### src/rtl/alu_iter.sv
// Multi-cycle RV32I-style math/branch ALU with an iterative shifter (SHIFT_STEP bits per cycle).
// Define ALU_MUL_EN to add op 01001 = MUL (shift-add, one multiplier bit per cycle, XLEN cycles).
module alu_iter #(
    parameter int unsigned XLEN       = 32,
    parameter int unsigned SHIFT_STEP = 1
) (
    input  logic            clk,
    input  logic            reset_n,
    input  logic            available,
    input  logic [4:0]      op,
    input  logic [XLEN-1:0] in_a,
    input  logic [XLEN-1:0] in_b,
    output logic [XLEN-1:0] out,
    output logic            busy,
    output logic            done,
    output logic            fault
);
    localparam int unsigned SHW = $clog2(XLEN);
    localparam int unsigned CW  = SHW + 1;

    localparam logic [4:0] OP_ADD  = 5'b00000;
    localparam logic [4:0] OP_SUB  = 5'b01000;
    localparam logic [4:0] OP_SLL  = 5'b00001;
    localparam logic [4:0] OP_SRL  = 5'b00101;
    localparam logic [4:0] OP_SRA  = 5'b01101;
    localparam logic [4:0] OP_SLT  = 5'b00010;
    localparam logic [4:0] OP_SLTU = 5'b00011;
    localparam logic [4:0] OP_XOR  = 5'b00100;
    localparam logic [4:0] OP_OR   = 5'b00110;
    localparam logic [4:0] OP_AND  = 5'b00111;
    localparam logic [4:0] OP_BEQ  = 5'b10000;
    localparam logic [4:0] OP_BNE  = 5'b10001;
    localparam logic [4:0] OP_BLT  = 5'b10100;
    localparam logic [4:0] OP_BGE  = 5'b10101;
    localparam logic [4:0] OP_BLTU = 5'b10110;
    localparam logic [4:0] OP_BGEU = 5'b10111;
`ifdef ALU_MUL_EN
    localparam logic [4:0] OP_MUL  = 5'b01001;
`endif

    typedef enum logic [1:0] {S_IDLE, S_EXEC, S_DONE} state_t;

    state_t          state_q, state_d;
    logic [4:0]      op_q, op_d;
    logic [XLEN-1:0] a_q, a_d, b_q, b_d, out_q, out_d;
    logic [CW-1:0]   cnt_q, cnt_d;
    logic            fault_q, fault_d;
`ifdef ALU_MUL_EN
    logic [XLEN-1:0] acc_q, acc_d;
    logic            is_mul;
`endif

    logic            is_shift, invalid, lt_s, lt_u, eq;
    logic [CW-1:0]   step_amt;
    logic [XLEN-1:0] add_x, add_y, sum, shifted, result;
    logic            add_cin;

    always_comb begin
        is_shift = (op_q == OP_SLL) || (op_q == OP_SRL) || (op_q == OP_SRA);
        invalid  = 1'b1;
`ifdef ALU_MUL_EN
        is_mul   = 1'b0;
`endif
        case (op_q)
            OP_ADD, OP_SUB, OP_SLL, OP_SRL, OP_SRA, OP_SLT, OP_SLTU, OP_XOR,
            OP_OR, OP_AND, OP_BEQ, OP_BNE, OP_BLT, OP_BGE, OP_BLTU, OP_BGEU: invalid = 1'b0;
`ifdef ALU_MUL_EN
            OP_MUL: begin
                invalid = 1'b0;
                is_mul  = 1'b1;
            end
`endif
            default: invalid = 1'b1;
        endcase
    end

    // Single adder shared by ADD/SUB and the multiplier's accumulate step.
    always_comb begin
        add_x   = a_q;
        add_y   = b_q;
        add_cin = 1'b0;
        if (op_q == OP_SUB) begin
            add_y   = ~b_q;
            add_cin = 1'b1;
        end
`ifdef ALU_MUL_EN
        if (is_mul) begin
            add_x = acc_q;
            add_y = a_q;
        end
`endif
        sum = add_x + add_y + {{(XLEN-1){1'b0}}, add_cin};
    end

    always_comb begin
        step_amt = (cnt_q < CW'(SHIFT_STEP)) ? cnt_q : CW'(SHIFT_STEP);
        case (op_q)
            OP_SLL:  shifted = a_q << step_amt;
            OP_SRL:  shifted = a_q >> step_amt;
            OP_SRA:  shifted = $unsigned($signed(a_q) >>> step_amt);
            default: shifted = a_q;
        endcase
    end

    always_comb begin
        eq     = (a_q == b_q);
        lt_s   = ($signed(a_q) < $signed(b_q));
        lt_u   = (a_q < b_q);
        result = '0;
        case (op_q)
            OP_ADD, OP_SUB: result = sum;
            OP_XOR:         result = a_q ^ b_q;
            OP_OR:          result = a_q | b_q;
            OP_AND:         result = a_q & b_q;
            OP_SLT, OP_BLT: result[0] = lt_s;
            OP_SLTU,
            OP_BLTU:        result[0] = lt_u;
            OP_BEQ:         result[0] = eq;
            OP_BNE:         result[0] = ~eq;
            OP_BGE:         result[0] = ~lt_s;
            OP_BGEU:        result[0] = ~lt_u;
            default:        result = '0;
        endcase
    end

    always_comb begin
        state_d = state_q;
        op_d    = op_q;
        a_d     = a_q;
        b_d     = b_q;
        cnt_d   = cnt_q;
        out_d   = out_q;
        fault_d = fault_q;
`ifdef ALU_MUL_EN
        acc_d   = acc_q;
`endif
        case (state_q)
            S_IDLE: begin
                if (available) begin
                    op_d    = op;
                    a_d     = in_a;
                    b_d     = in_b;
                    cnt_d   = {1'b0, in_b[SHW-1:0]};
`ifdef ALU_MUL_EN
                    acc_d   = '0;
                    if (op == OP_MUL) cnt_d = CW'(XLEN);
`endif
                    state_d = S_EXEC;
                end
            end
            S_EXEC: begin
                if (!available) begin
                    state_d = S_IDLE;
                end else if (is_shift) begin
                    // A zero shift amount gives step_amt=0, so it completes on the first edge.
                    a_d   = shifted;
                    cnt_d = cnt_q - step_amt;
                    if (cnt_q == step_amt) begin
                        out_d   = shifted;
                        fault_d = 1'b0;
                        state_d = S_DONE;
                    end
                end
`ifdef ALU_MUL_EN
                else if (is_mul) begin
                    if (b_q[0]) acc_d = sum;
                    a_d   = a_q << 1;
                    b_d   = b_q >> 1;
                    cnt_d = cnt_q - 1'b1;
                    if (cnt_q == CW'(1)) begin
                        out_d   = b_q[0] ? sum : acc_q;
                        fault_d = 1'b0;
                        state_d = S_DONE;
                    end
                end
`endif
                else begin
                    if (!invalid) out_d = result;
                    fault_d = invalid;
                    state_d = S_DONE;
                end
            end
            S_DONE: begin
                if (!available) begin
                    fault_d = 1'b0;
                    state_d = S_IDLE;
                end
            end
            default: state_d = S_IDLE;
        endcase
    end

    always_ff @(posedge clk or negedge reset_n) begin
        if (!reset_n) begin
            state_q <= S_IDLE;
            op_q    <= '0;
            a_q     <= '0;
            b_q     <= '0;
            cnt_q   <= '0;
            out_q   <= '0;
            fault_q <= 1'b0;
`ifdef ALU_MUL_EN
            acc_q   <= '0;
`endif
        end else begin
            state_q <= state_d;
            op_q    <= op_d;
            a_q     <= a_d;
            b_q     <= b_d;
            cnt_q   <= cnt_d;
            out_q   <= out_d;
            fault_q <= fault_d;
`ifdef ALU_MUL_EN
            acc_q   <= acc_d;
`endif
        end
    end

    assign out   = out_q;
    assign busy  = (state_q == S_EXEC);
    assign done  = (state_q == S_DONE);
    assign fault = fault_q;

endmodule

### config.mk
export PLATFORM = sky130hd
export DESIGN_NAME = alu_iter
export DESIGN_NICKNAME = d
export VERILOG_FILES = /design/src/rtl/alu_iter.sv
export SDC_FILE = /design/constraint.sdc
export NUM_CORES = 1
export LEC_CHECK = 0
export BUFFER_PORTS_ARGS = -buffer_cell sky130_fd_sc_hd__buf_2
export CAP_MARGIN = 10
export CORE_MARGIN = 3
export CORE_UTILIZATION = 50
export DETAILED_ROUTE_END_ITERATION = 7
export PLACE_DENSITY = 0.76
export SLEW_MARGIN = 20
export SYNTH_ARGS = -nofsm -noshare
export SYNTH_HDL_FRONTEND = slang
export SYNTH_SLANG_ARGS = --single-unit
### constraint.sdc
create_clock -name clk -period 11 [get_ports clk]
set_input_delay 2.75 -clock clk [delete_from_list [all_inputs] [get_ports clk]]
set_output_delay 2.75 -clock clk [all_outputs]
set_load 0.01 [all_outputs]
==> impl.org, run 1 <==
** Worst setup path
- Counting both buffers and inverters, the worst setup path holds a total of 2.
- The endpoint identified for the worst register-to-register timing path is out[20].
- Critical Path Fanout Max :: 30
- Maximum cell stage delay along the critical path :: 0.50 ns
- STA classifies the critical path startpoint as a flip-flop.
- At the worst endpoint, the required time is between 10 and 15 ns.
- The worst setup path is captured at a flip-flop.
- Data on the critical path arrives at its endpoint at between 4 and 5 ns.
- Walking the worst path, the cells encountered are nor4_2, buf_4, nand2_2, xnor2_1, inv_1, fa_1, nand3b_1, a2111oi_2, nor4b_1, o31ai_1, nand3_1, mux2i_1, a2111oi_0, a21oi_1.
- The critical path crosses 14 cells after its start point.
- Type of the worst setup path :: flip-flop to flip-flop
- The worst register-to-register path begins at op_q[2].
- Across all register-to-register paths, the minimum setup slack is ~6.3 ns.
- Slowest stage cell, crit path :: dfrtp_1
- Setup crit start :: op_q[2]
- The worst register-to-register path has a depth of 14.
- Category of cells accounting for the largest share of critical-path delay :: compound AO/OA/AOI/OAI gates
- Following the worst setup path forward leads to its endpoint at out[20].

** Power and ir drop
- The analysis attributes to cell leakage a power of roughly 5 nW.
- Total power density per cell area :: between 300 and 400 nW/um^2
- Across the VDD grid, the largest voltage drop is around 0.34 mV.

** Clock tree
- Root cell of the clock tree :: clkbuf_16
- TritonCTS built the clock tree.
- Clock-pin slew was measured on the worst setup and hold paths at approximately 0.080 ns.
- The clock drives 110 sinks.
- In this run the post-CTS setup repair buffer count came out at 0.
- Post-cts repair resize count :: 0
- Number of buffers created by CTS :: 9
- The clock tree synthesis step divided the H-tree into 3 levels.
- Hold-fix buffers, CTS :: 0
- The clock passes through at most 2 buffers.
- At the later pin of the worst-skew pair, clock insertion delay measures 0.37 ns.

** Yosys
- Syn_area_per_cell :: 8.54 sq um
- Top post-synthesis cells by area :: dfrtp_1 (27%), ha_1 (17%), mux2_2 (4.2%), a221oi_1 (4.1%), inv_1 (4.0%)
- Library cell with the highest instance count after synthesis :: ha_1
- FF+latch count, synth :: between 100 and 150
- Synth Cell Area :: around 10,000 sq um
- Post-synth top area share :: 0.268
- Yosys warning count :: 0
- Synthesis produced a netlist with a net count of 1,415.
- dfrtp_1 takes more of the synthesized area than any other cell.
- Async SR Flop Fraction :: 1.00
- Most used flip-flop cell after synthesis :: dfrtp_1
- Distinct cells, synth :: 67
- In the synthesized netlist, the number of instances is 1,204.
- Counting flops with a built-in enable in the synthesized netlist gives 0.
- By count the netlist is led by ha_1 (138), dfrtp_1 (110), inv_1 (109).
- Of the synthesized area, sequential elements account for 0.268.

** Place
- Setup slack after placement :: 6.43 ns
- Detailed-placement wirelength estimate :: between 20,000 and 25,000 microns
- GP Congestion :: between 0.9 and 1
- Port bufs :: 106
- Placed Instances :: 1,512

** Timing
- Number of setup violations in the final report :: 0
- Tightest slew margin relative to the limit :: 0.349
- Post-route minimum period :: 4.66 ns
- Setup repair after global routing left no endpoint under its margin.
- F_max :: 214 MHz
- Final hold violations :: 0
- Adding up every negative setup slack in the final design gives 0 ns.
- Worst-case clock skew :: about 0.016 ns
- Pin slew with the least headroom to its limit :: just under 1 ns
- The final count of pins violating max slew was 0.
- Final Worst Setup Slack :: 6.34 ns
- Portion of the clock cycle consumed by the worst path in the final layout :: 0.424

** Routing
- For this block, the routed nets add up to slightly above 30,000 microns of wire.
- In this run, the number of DRC markers left after iteration 0 of detailed routing was between 1,000 and 1,500.
- Vias :: approximately 9,700
- 1st-pass router iterations :: 8
- Mean routed wirelength per cell :: about 20 microns
- Number of vias per cell after detailed routing :: approximately 6.3
- In the routed design, unresolved DRC markers number 0.
- Count of nets left with antenna violations after detail routing :: 0

** Final layout
- Fill cell instance count of the final layout :: around 1,800
- Nets :: around 1,500
- In the final layout, flip-flops and latches occupy roughly 2800 sq um.
- For this run, the number of standard cells in the final layout without fillers is roughly 1,500.
- Core occupancy in the finished layout :: 0.571
- P&R area growth vs syn :: 10.1%
- Area taken by multi-input logic gates :: just under 7000 sq um
- Share of post-route cells with drive strength above 1 :: 0.151
- 0 antenna diodes ended up in the layout.

** Global route
- The total overflow left after global routing is 0.
- Pin count of the biggest net entering global routing :: 78
- The first global-routing pass estimated ~50,000 microns of wire.
- Vias in the first global route :: approximately 9,300
- Antenna violations before repair :: 0
- GRT Resource Usage Total :: 0.276

** Floorplan
- The die covers roughly 22,000 sq um.
- Initial core utilization :: 0.518
- The die is about 150 microns wide.
- From bottom edge to top edge, the die measures between 100 and 150 microns.
- Core region area :: 19,800 sq um
- Top-level I/O count :: around 110
- After floorplanning, the core was divided into 51 placement rows.

** Status
- Run status :: finished, final reports clean

** Hold path
- Type of the worst min-delay path :: flip-flop to flip-flop

** Job
- The tool flagged a number of max-cap violations equal to 0.
## per-layer routing
metal,track usage,share of wire
met2,0.420,0.44
met1,0.405,0.45
met5,0,0
met4,0.0769,0.017
met3,0.0503,0.097
## worst min-delay path: stages (launching register included)
cell and delay, ns:
dfrtp_1 0.36, nand2_1 0.05, o31ai_1 0.05
## per-stage QoR
stage                     cell area, sq um  total power, mW  hold WS (ns)
after floorplan                      10300             2.98         0.492
after global placement               11000             3.66         0.485
after detailed placement             11000             3.72         0.468
after CTS                            11300             4.14         0.492
after global routing                 11300             4.57         0.539
final                                11300             4.20         0.492
## kinds of logic (layout without fill, tap and decap cells)
kind of cell | after synthesis | in the layout | share of synthesized area
flip-flops | 110 | 110 | 0.268
AO/OA/AOI/OAI | 370 | 370 | 0.252
multiplexers | 59 | 59 | 0.0625
buffers and inverters | 186 | 245 | 0.0708
XOR/XNOR | 53 | 53 | 0.0451
AND/OR/NAND/NOR | 287 | 287 | 0.132
adder cells (fa/ha/maj) | 139 | 139 | 0.170
## cell type report
class / instances / area share
Clock buffer: 12 / 0.0218
Sequential cell: 110 / 0.243
Timing Repair Buffer: 120 / 0.0563
Inverter: 109 / 0.0361
Tap cell: 265 / 0.0293
Multi-Input combinational cell: 908 / 0.605
Clock inverter: 4 / 0.00840
## registers in the layout, summed over array words and instances (netlist names)
register and cells:
op_q 5, fault 1, b_q 32, cnt_q 6
a_q 32, state_q 2, out 32
## power by group
part / total (mW) / internal (mW) / switching, mW
logic: 2.88 / 1.17 / 1.71
clock network: 0.389 / 0.229 / 0.159
registers: 0.926 / 0.607 / 0.319
total: 4.20 / 2.01 / 2.19
## worst min-delay path by stage
stage / start / end / slack [ns] / cells after the start
global placement: fault / fault / 0.48 / 2
global route: out[4] / out[4] / 0.54 / 1
CTS: fault / fault / 0.49 / 2
floorplan: cnt_q[3] / cnt_q[3] / 0.49 / 2
finish: fault / fault / 0.49 / 2
detailed placement: fault / fault / 0.47 / 2
## cell usage in the layout (no fill, tap or decap), types with 23 or more instances in the layout
master	instances
ha_1	137
a31oi_1	24
inv_1	109
a221oi_1	48
xnor2_1	43
nor2_1	74
nand2_1	97
buf_2	105
dfrtp_1	109
a21oi_1	66
o21ai_0	79
a222oi_1	23
mux2_2	38
a211oi_1	35
Note: power is estimated with default switching activity, not from simulation.
==> run 2, diff against run 1 <==
--- a/config.mk
+++ b/config.mk
@@ -5,12 +5,13 @@
 export SDC_FILE = /design/constraint.sdc
 export NUM_CORES = 1
 export LEC_CHECK = 0
+export ABC_AREA = 1
 export BUFFER_PORTS_ARGS = -buffer_cell sky130_fd_sc_hd__buf_2
 export CAP_MARGIN = 10
 export CORE_MARGIN = 3
 export CORE_UTILIZATION = 50
 export DETAILED_ROUTE_END_ITERATION = 7
-export PLACE_DENSITY = 0.76
+export PLACE_DENSITY = 0.79
 export SLEW_MARGIN = 20
 export SYNTH_ARGS = -nofsm -noshare
 export SYNTH_HDL_FRONTEND = slang
==> constraint.sdc (replaced) <==
create_clock -name clk -period 4 [get_ports clk]
set_input_delay 1 -clock clk [delete_from_list [all_inputs] [get_ports clk]]
set_output_delay 1 -clock clk [all_outputs]
set_load 0.01 [all_outputs]
==> impl.org, run 2 <==
** Timing
- Pin slew with the least headroom to its limit :: about 1.0 ns
- On the final layout, the worst hold slack is around 0.49 ns.
- The clock period could shrink to roughly 3.3 ns.
- Setup repair after global routing left no endpoint under its margin.
- Max-slew violation count :: 0
- Tightest slew margin relative to the limit :: 0.304
- Portion of the clock cycle consumed by the worst path in the final layout :: 0.833
- Setup violations remaining at the end of the flow were counted as 0.
- F_max :: 300 MHz
- The final number of hold-violating endpoints came to 0.
- Across the routed clock network, the largest skew measured is a little under 0.007 ns.
- After routing, the total negative slack on setup checks comes to 0 ns.

** Power and ir drop
- Combinational group share of total power :: 0.716
- IR analysis of the VDD net gives a maximum drop of roughly 0.56 mV.
- In this run the static leakage power is slightly below 6 nW.
- Of the total power, registers draw 0.202.
- Clock network power share :: 0.083
- Total power after layout :: 10.9 mW
- Cell internal power was estimated by the tool at 4.72 mW.
- Switching Power :: just over 6 mW
- Power spread over the standard cell area amounts to ~950 nW/um^2.
- Of the total power, the share spent switching nets is 0.568.

** Global route
- Global route overflow :: 0
- The initial antenna violation count is 0.
- For this run, the total global-route usage over all layers was measured as 0.304.
- Busiest metal layer after global routing :: met2
- For met3 alone, demand over resource in global routing was 0.0605.
- Pin count of the biggest net entering global routing :: 61
- Global-route track usage on met2 :: 0.467
- Global routing met1 resource utilization :: 0.426
- The via count of the first global-routing pass came to approximately 10,000.
- Global-route wire length before repair :: about 54,000 microns

** Hold path
- Origin of the worst min-delay path :: out[8]
- Cell count of the worst hold path :: 2
- Type of the worst min-delay path :: flip-flop to flip-flop
- The worst hold path terminates at out[8].

** Floorplan
- Die ar. :: ~23,000 sq um
- Height of the die :: 150 microns
- Pin placement for this block handled 107 I/O pins.
- Horiz. Die Dim :: ~150 microns
- The initialized floorplan defines 52 standard-cell rows.
- Core region area :: 20,300 sq um
- The initial utilization of the core area, before any placement, comes to 0.512.

** Status
- The flow ran to the end, but the final reports show violations.
- The final reports fail on design-rule violations.

** Place
- Summed over all nets, the half-perimeter wirelength after detailed placement is 25,200 microns.
- GP Congestion :: 1.03
- Port buffering added around 110 buffers.
- Placed Instances :: roughly 1,800

** Clock tree
- Insertion delay to the later sink of the worst-skew pair :: ~0.37 ns
- TritonCTS clock tree :: yes
- Clock-pin slew was measured on the worst setup and hold paths at roughly 0.080 ns.
- TritonCTS created 9 clock buffers.
- In this run the post-CTS setup repair buffer count came out at 0.
- Hold-fix buffers, CTS :: 0
- For this design, the sink count on the clock tree is 110.
- H-tree depth reported by CTS :: 3
- Buffer depth of the longest clock path :: 2
- Root cell of the clock tree :: clkbuf_16
- Post-cts repair resize count :: 0

** Worst setup path
- Maximum cell stage delay along the critical path :: 0.50 ns
- Sum of buffers and inverters on the critical path :: 5
- Along the worst path, the maximum fanout reaches 32.
- Cells traversed along the worst timing path :: nor2_1, nand3_2, buf_4, xor2_1, inv_1, fa_1, inv_1, nand3_1, nand2_1, a21oi_1, inv_1, nand2_1, nand2_1, nand4_1, nand3_1, nand2_1, nand3_1, nand3_1, nand2_1, inv_1
- Slowest stage cell, crit path :: buf_4
- Crit Reg-Reg Startpoint :: op_q[2]
- For the worst flop-to-flop path, the logic depth is 20.
- The setup check on the worst reg-to-reg path leaves a slack of ~0.67 ns.
- Crit-path most repeated cell :: nand2_1
- Category of cells accounting for the largest share of critical-path delay :: simple AND/OR/NAND/NOR gates
- Required time of the critical path :: between 4 and 5 ns
- The worst setup path is captured at a flip-flop.
- The critical path is of the flip-flop to flip-flop type.
- Data arrival, critical path :: between 3 and 4 ns
- Worst flop-to-flop path endpoint :: out[26]
- Startpoint kind of the worst setup timing path :: flip-flop
- Count of cell instances traversed by the critical path :: 20

** Yosys
- Library cell with the highest instance count after synthesis :: nand2_1
- The share of synthesized area in the top cell type comes to 0.265.
- Async SR Flop Fraction :: 1.00
- The commonest cells after synthesis are nand2_1 (291), inv_1 (229), ha_1 (138).
- After technology mapping, the gate count stands at 1,480.
- FF+latch count, synth :: 110
- Distinct cells, synth :: 46
- For this run, the register share of the synthesized area comes to 0.265.
- Most used flip-flop cell after synthesis :: dfrtp_1
- By area the synthesized netlist is led by dfrtp_1 (26%), ha_1 (17%), nand2_1 (11%), inv_1 (8.3%), o21ai_0 (5.9%).
- Largest area contributor in the synthesized netlist :: dfrtp_1
- Net count of the mapped netlist :: 1,691
- Yosys warning count :: 0
- The synthesized design contains 0 enable-type register cells.
- The mapped netlist covers around 10,000 sq um.
- In this run the mean area of a mapped cell was between 7 and 8 sq um.

** Job
- Max-cap violations in this run came to 0.

** Routing
- Number of DRC markers after the initial detailed-route iteration :: roughly 1,200
- Number of remaining DRC errors :: 1
- After detailed routing, the average wire length per cell comes to around 19 microns.
- Summed over all layers, the routed wires come to approximately 34,000 microns.
- For this run, the detailed router's first-pass iteration total came to 8.
- The count of nets left with antenna violations once routing finished came out at 0.
- Vias :: approximately 11,000
- Number of vias per cell after detailed routing :: 5.81

** Final layout
- Most frequent cells in the layout :: nand2_1 (291), inv_1 (229), ha_1 (137), o21ai_0 (123), dfrtp_1 (110)
- Share of post-route cells with drive strength above 1 :: 0.109
- The number of antenna diodes in the final layout is 0.
- Commonest non-fill, non-tap cell in the layout :: nand2_1
- Nets :: ~1,800
- Relative to the synthesized area, the layout overhead comes to 10.1%.
- Leaving out filler cells and counting taps, the final layout contains between 1,500 and 2,000.
==> run 2: area by class of cell <==
class                           count  area, sq um
Fill cell                        1944         8860
Clock inverter                      3         21.3
Clock buffer                       11          243
Multi-Input combinational cell   1070         6490
Sequential cell                   110         2750
Timing Repair Buffer              125          676
Tap cell                          270          338
Inverter                          247          927
==> run 2: power by group through the flow <==
stage	Clock, mW	Combinational (mW)	Sequential (mW)
final	0.903	7.81	2.20
after global routing	0.935	8.78	2.26
after CTS	0.908	7.62	2.19
after detailed placement	0	7.56	2.20
after global placement	0	7.46	2.18
after floorplan	0	5.45	2.13
==> run 2: kinds of logic (layout without fill, tap and decap cells) <==
family                   after synthesis  in the layout  synth area share
AO/OA/AOI/OAI                        359            359             0.203
XOR/XNOR                              36             36            0.0303
adder cells (fa/ha/maj)              139            139             0.168
buffers and inverters                300            386             0.112
flip-flops                           110            110             0.265
AND/OR/NAND/NOR                      536            536             0.222
==> run 2: worst min-delay path: cells and delay by family, from the launching register on <==
family	cells	cell delay [ns]
flops	1	0.35
simple gates	2	0.11
==> run 2: stage by stage <==
step                      setup slack (ns)  cell area (sq um)  utilization
after floorplan                       1.18              10400            -
after global placement               0.806              11200        0.551
after global routing                 0.410              11400        0.564
after CTS                            0.710              11400        0.564
after detailed placement             0.732              11200        0.551
final                                0.667              11400        0.564
==> run 2: worst max-delay path by stage <==
stage | start | to | slack (ns)
2_1_floorplan | op_q[1] | out[30] | 1.18
5_1_grt | op_q[1] | out[16] | 0.41
6_report | op_q[2] | out[26] | 0.67
3_5_place_dp | op_q[1] | out[16] | 0.73
4_1_cts | op_q[1] | out[16] | 0.71
3_3_place_gp | op_q[1] | out[26] | 0.81
==> run 2: layer usage <==
layer  vias up  part of all wire
li1       5047                 -
met1      4976              0.43
met3        74              0.10
met5         -                 0
met2       574              0.44
met4         0             0.031
==> run 3, diff against run 2 <==
--- a/config.mk
+++ b/config.mk
@@ -5,7 +5,7 @@
 export SDC_FILE = /design/constraint.sdc
 export NUM_CORES = 1
 export LEC_CHECK = 0
-export ABC_AREA = 1
+export ABC_AREA = 0
 export BUFFER_PORTS_ARGS = -buffer_cell sky130_fd_sc_hd__buf_2
 export CAP_MARGIN = 10
 export CORE_MARGIN = 3
==> constraint.sdc (replaced) <==
create_clock -name clk -period 2.9 [get_ports clk]
set_input_delay 0.725 -clock clk [delete_from_list [all_inputs] [get_ports clk]]
set_output_delay 0.725 -clock clk [all_outputs]
set_load 0.01 [all_outputs]
==> impl.org, run 3 (synthesis results as in run 1) <==
** Floorplan
- Initial core utilization :: 0.518
- After floorplanning, the core was divided into slightly above 50 placement rows.
- Measured along the x axis, the die boundary spans 149 microns.
- Top-level I/O count :: 107
- Height of the die :: about 150 microns
- The floorplan step defined a core boundary enclosing between 15,000 and 20,000 sq um.
- The floorplan step defined a die boundary enclosing ~22,000 sq um.

** Routing
- The detail route stage leaves a number of antenna-violating nets equal to 0.
- In the final routed layout, each cell accounts on average for 22.4 microns.
- After detailed routing, the number of vias per cell comes to approximately 6.6.
- Number of remaining DRC errors :: 13
- In this run, the number of DRC markers left after iteration 0 of detailed routing was slightly below 2,000.
- For this block, the routed nets add up to 38,500 microns of wire.
- 1st-pass router iterations :: 8
- Vias :: 11,344

** Worst setup path
- In this run the worst setup path begins at op_q[0].
- Required time of the critical path :: approximately 3.2 ns
- Walking the worst path, the cells encountered are nor4_4, nand2_4, buf_12, buf_8, buf_16, xnor2_1, ha_1, a21oi_2, o21ai_2, a221oi_4, inv_2, nor2_4, buf_6, o211ai_1, a31oi_1, a21oi_1.
- The startpoint identified for the worst register-to-register timing path is op_q[0].
- Type of the worst setup path :: flip-flop to flip-flop
- The worst setup path is launched from a flip-flop.
- STA puts the critical path data arrival time at 3.86 ns.
- Worst flop-to-flop path endpoint :: out[21]
- Slowest stage cell, crit path :: dfrtp_2
- Maximum cell stage delay along the critical path :: 0.43 ns
- STA classifies the critical path endpoint as a flip-flop.
- Cell count of the worst reg-to-reg path :: 16
- For flop-to-flop paths, the worst setup slack is -0.71 ns.
- Of all nets on the critical path, the largest fanout is 5.

** Final layout
- 0 antenna diodes ended up in the layout.
- Fill cell instance count of the final layout :: around 1,400
- Commonest non-fill, non-tap cell in the layout :: buf_4
- Of the cells placed in the final design, the portion with a size suffix greater than 1 is 0.326.
- The area growth from synthesis to layout is 32.3%.
- At the end of the flow, the number of nets in the layout was around 1,700.
- The finished cells cover ~14,000 sq um.
- Non-filler instance count after layout :: between 1,500 and 2,000
- Most frequent cells in the layout :: buf_4 (178), ha_1 (129), inv_1 (108), dfrtp_1 (108), buf_2 (105)

** Timing
- After layout, the worst setup slack is -0.714 ns.
- Measured against its own limit, the worst slew margin works out to 0.490.
- After layout, the minimum clock period comes to 3.61 ns.
- Portion of the clock cycle consumed by the worst path in the final layout :: 1.25
- For the pin with the worst max-slew slack, the measured transition is between 0.7 and 0.8 ns.
- Final hold violations :: 0
- Max-slew violation count :: 0
- Number of setup violations in the final report :: 27
- RSZ-0062 raised after global routing :: yes
- Worst-case clock skew :: 0.0148 ns
- F_max :: between 200 and 300 MHz

** Clock tree
- H-tree depth reported by CTS :: 3
- No sink is reached through more buffers than the 2 on the longest clock path.
- Number of buffers created by CTS :: 9
- CTS sink cnt :: between 100 and 150
- TritonCTS clock tree :: yes
- Clock-pin slew was measured on the worst setup and hold paths at 0.08 ns.
- Insertion delay to the later sink of the worst-skew pair :: around 0.37 ns
- Root cell of the clock tree :: clkbuf_16

** Place
- GP Congestion :: a little under 1
- Port bufs :: roughly 110
- Setup slack after placement :: -0.671 ns
- Detailed-placement wirelength estimate :: around 24,000 microns
- Placed Instances :: about 1,700
- Once placement finished, the instance area stood at roughly 12,000 sq um.

** Global route
- Global route overflow :: 0
- The via count of the first global-routing pass was 10,516.
- Entering global routing, the biggest net connects about 110 pins.
- The first global-routing pass estimated 55,300 microns of wire.
- The initial antenna violation count is 1.
- For this run, the total global-route usage over all layers was measured as 0.308.

** Hold path
- The min-delay analysis places its worst path in the category input pin to async pin.

** Status
- The flow ran to the end, but the final reports show violations.
- The final reports fail on design-rule violations, negative setup slack.

** Job
- Max-cap violation count :: 0
## run 3: changes by cell type in the layout (fill, tap and decap cells not counted), moves of 26 or more
cell / change
inv_1: -121
nand3_1: -53
o21ai_0: -57
buf_4: +158
a221oi_1: +31
mux2_2: +38
o22ai_1: -52
nor2_1: -39
nand2_1: -198
a211oi_1: +26
## run 3: area by class of cell
class                           instances  area, sq um  share of cell area
Multi-Input combinational cell        908         7530               0.554
Sequential cell                       110         2760               0.203
Timing Repair Buffer                  310         2300               0.169
Inverter                              109          409              0.0301
Tap cell                              265          332              0.0244
Clock buffer                           12          246              0.0181
Clock inverter                          4         22.5             0.00166
## run 3: worst max-delay path by stage
| stage | endpoint | cells past startpoint |
|---|---|---|
| floorplan | out[20] | 15 |
| global placement | out[24] | 14 |
| detailed placement | out[20] | 13 |
| CTS | out[20] | 13 |
| global route | out[30] | 14 |
| finish | out[21] | 16 |
## run 3: metal layers
layer	wire length, microns	vias to the layer above	part of all wire	track usage
li1	-	4911	-	-
met3	4660	211	0.12	0.0572
met2	16900	875	0.44	0.474
met1	15000	5347	0.39	0.430
met4	1910	0	0.050	0.122
met5	0	-	0	0
## run 3: worst max-delay path, delay by kind of cell, from the launching register on
family / cells / cell delay (ns)
adder cells (fa/ha/maj): 1 / 0.33
buffers and inverters: 5 / 0.70
flip-flops: 1 / 0.43
AO/OA/AOI/OAI: 6 / 1.17
AND/OR/NAND/NOR: 3 / 0.63
XOR/XNOR: 1 / 0.24
## run 3: timing repair
| item | CTS | global route |
|---|---|---|
| setup endpoints to repair | 34 | 40 |
| hold buffers | 0 | 0 |
| pin swaps | 38 | 54 |
| cloned | 1 | 1 |
| gates resized for setup | 69 | 86 |
| setup buffers | 23 | 16 |
## run 3: metrics by stage
step	utilization	setup TNS (ns)	hold WS, ns
2_1_floorplan	-	-3.41	0.429
5_1_grt	0.685	-15.90	0.513
6_report	0.685	-12.98	0.455
4_1_cts	0.658	-10.39	0.490
3_3_place_gp	0.619	-8.56	0.466
3_5_place_dp	0.619	-10.05	0.469
Power of run 3 is left out: the tool's default activity adds up to more than one toggle a clock period on the data nets, which glitch-free logic cannot reach.
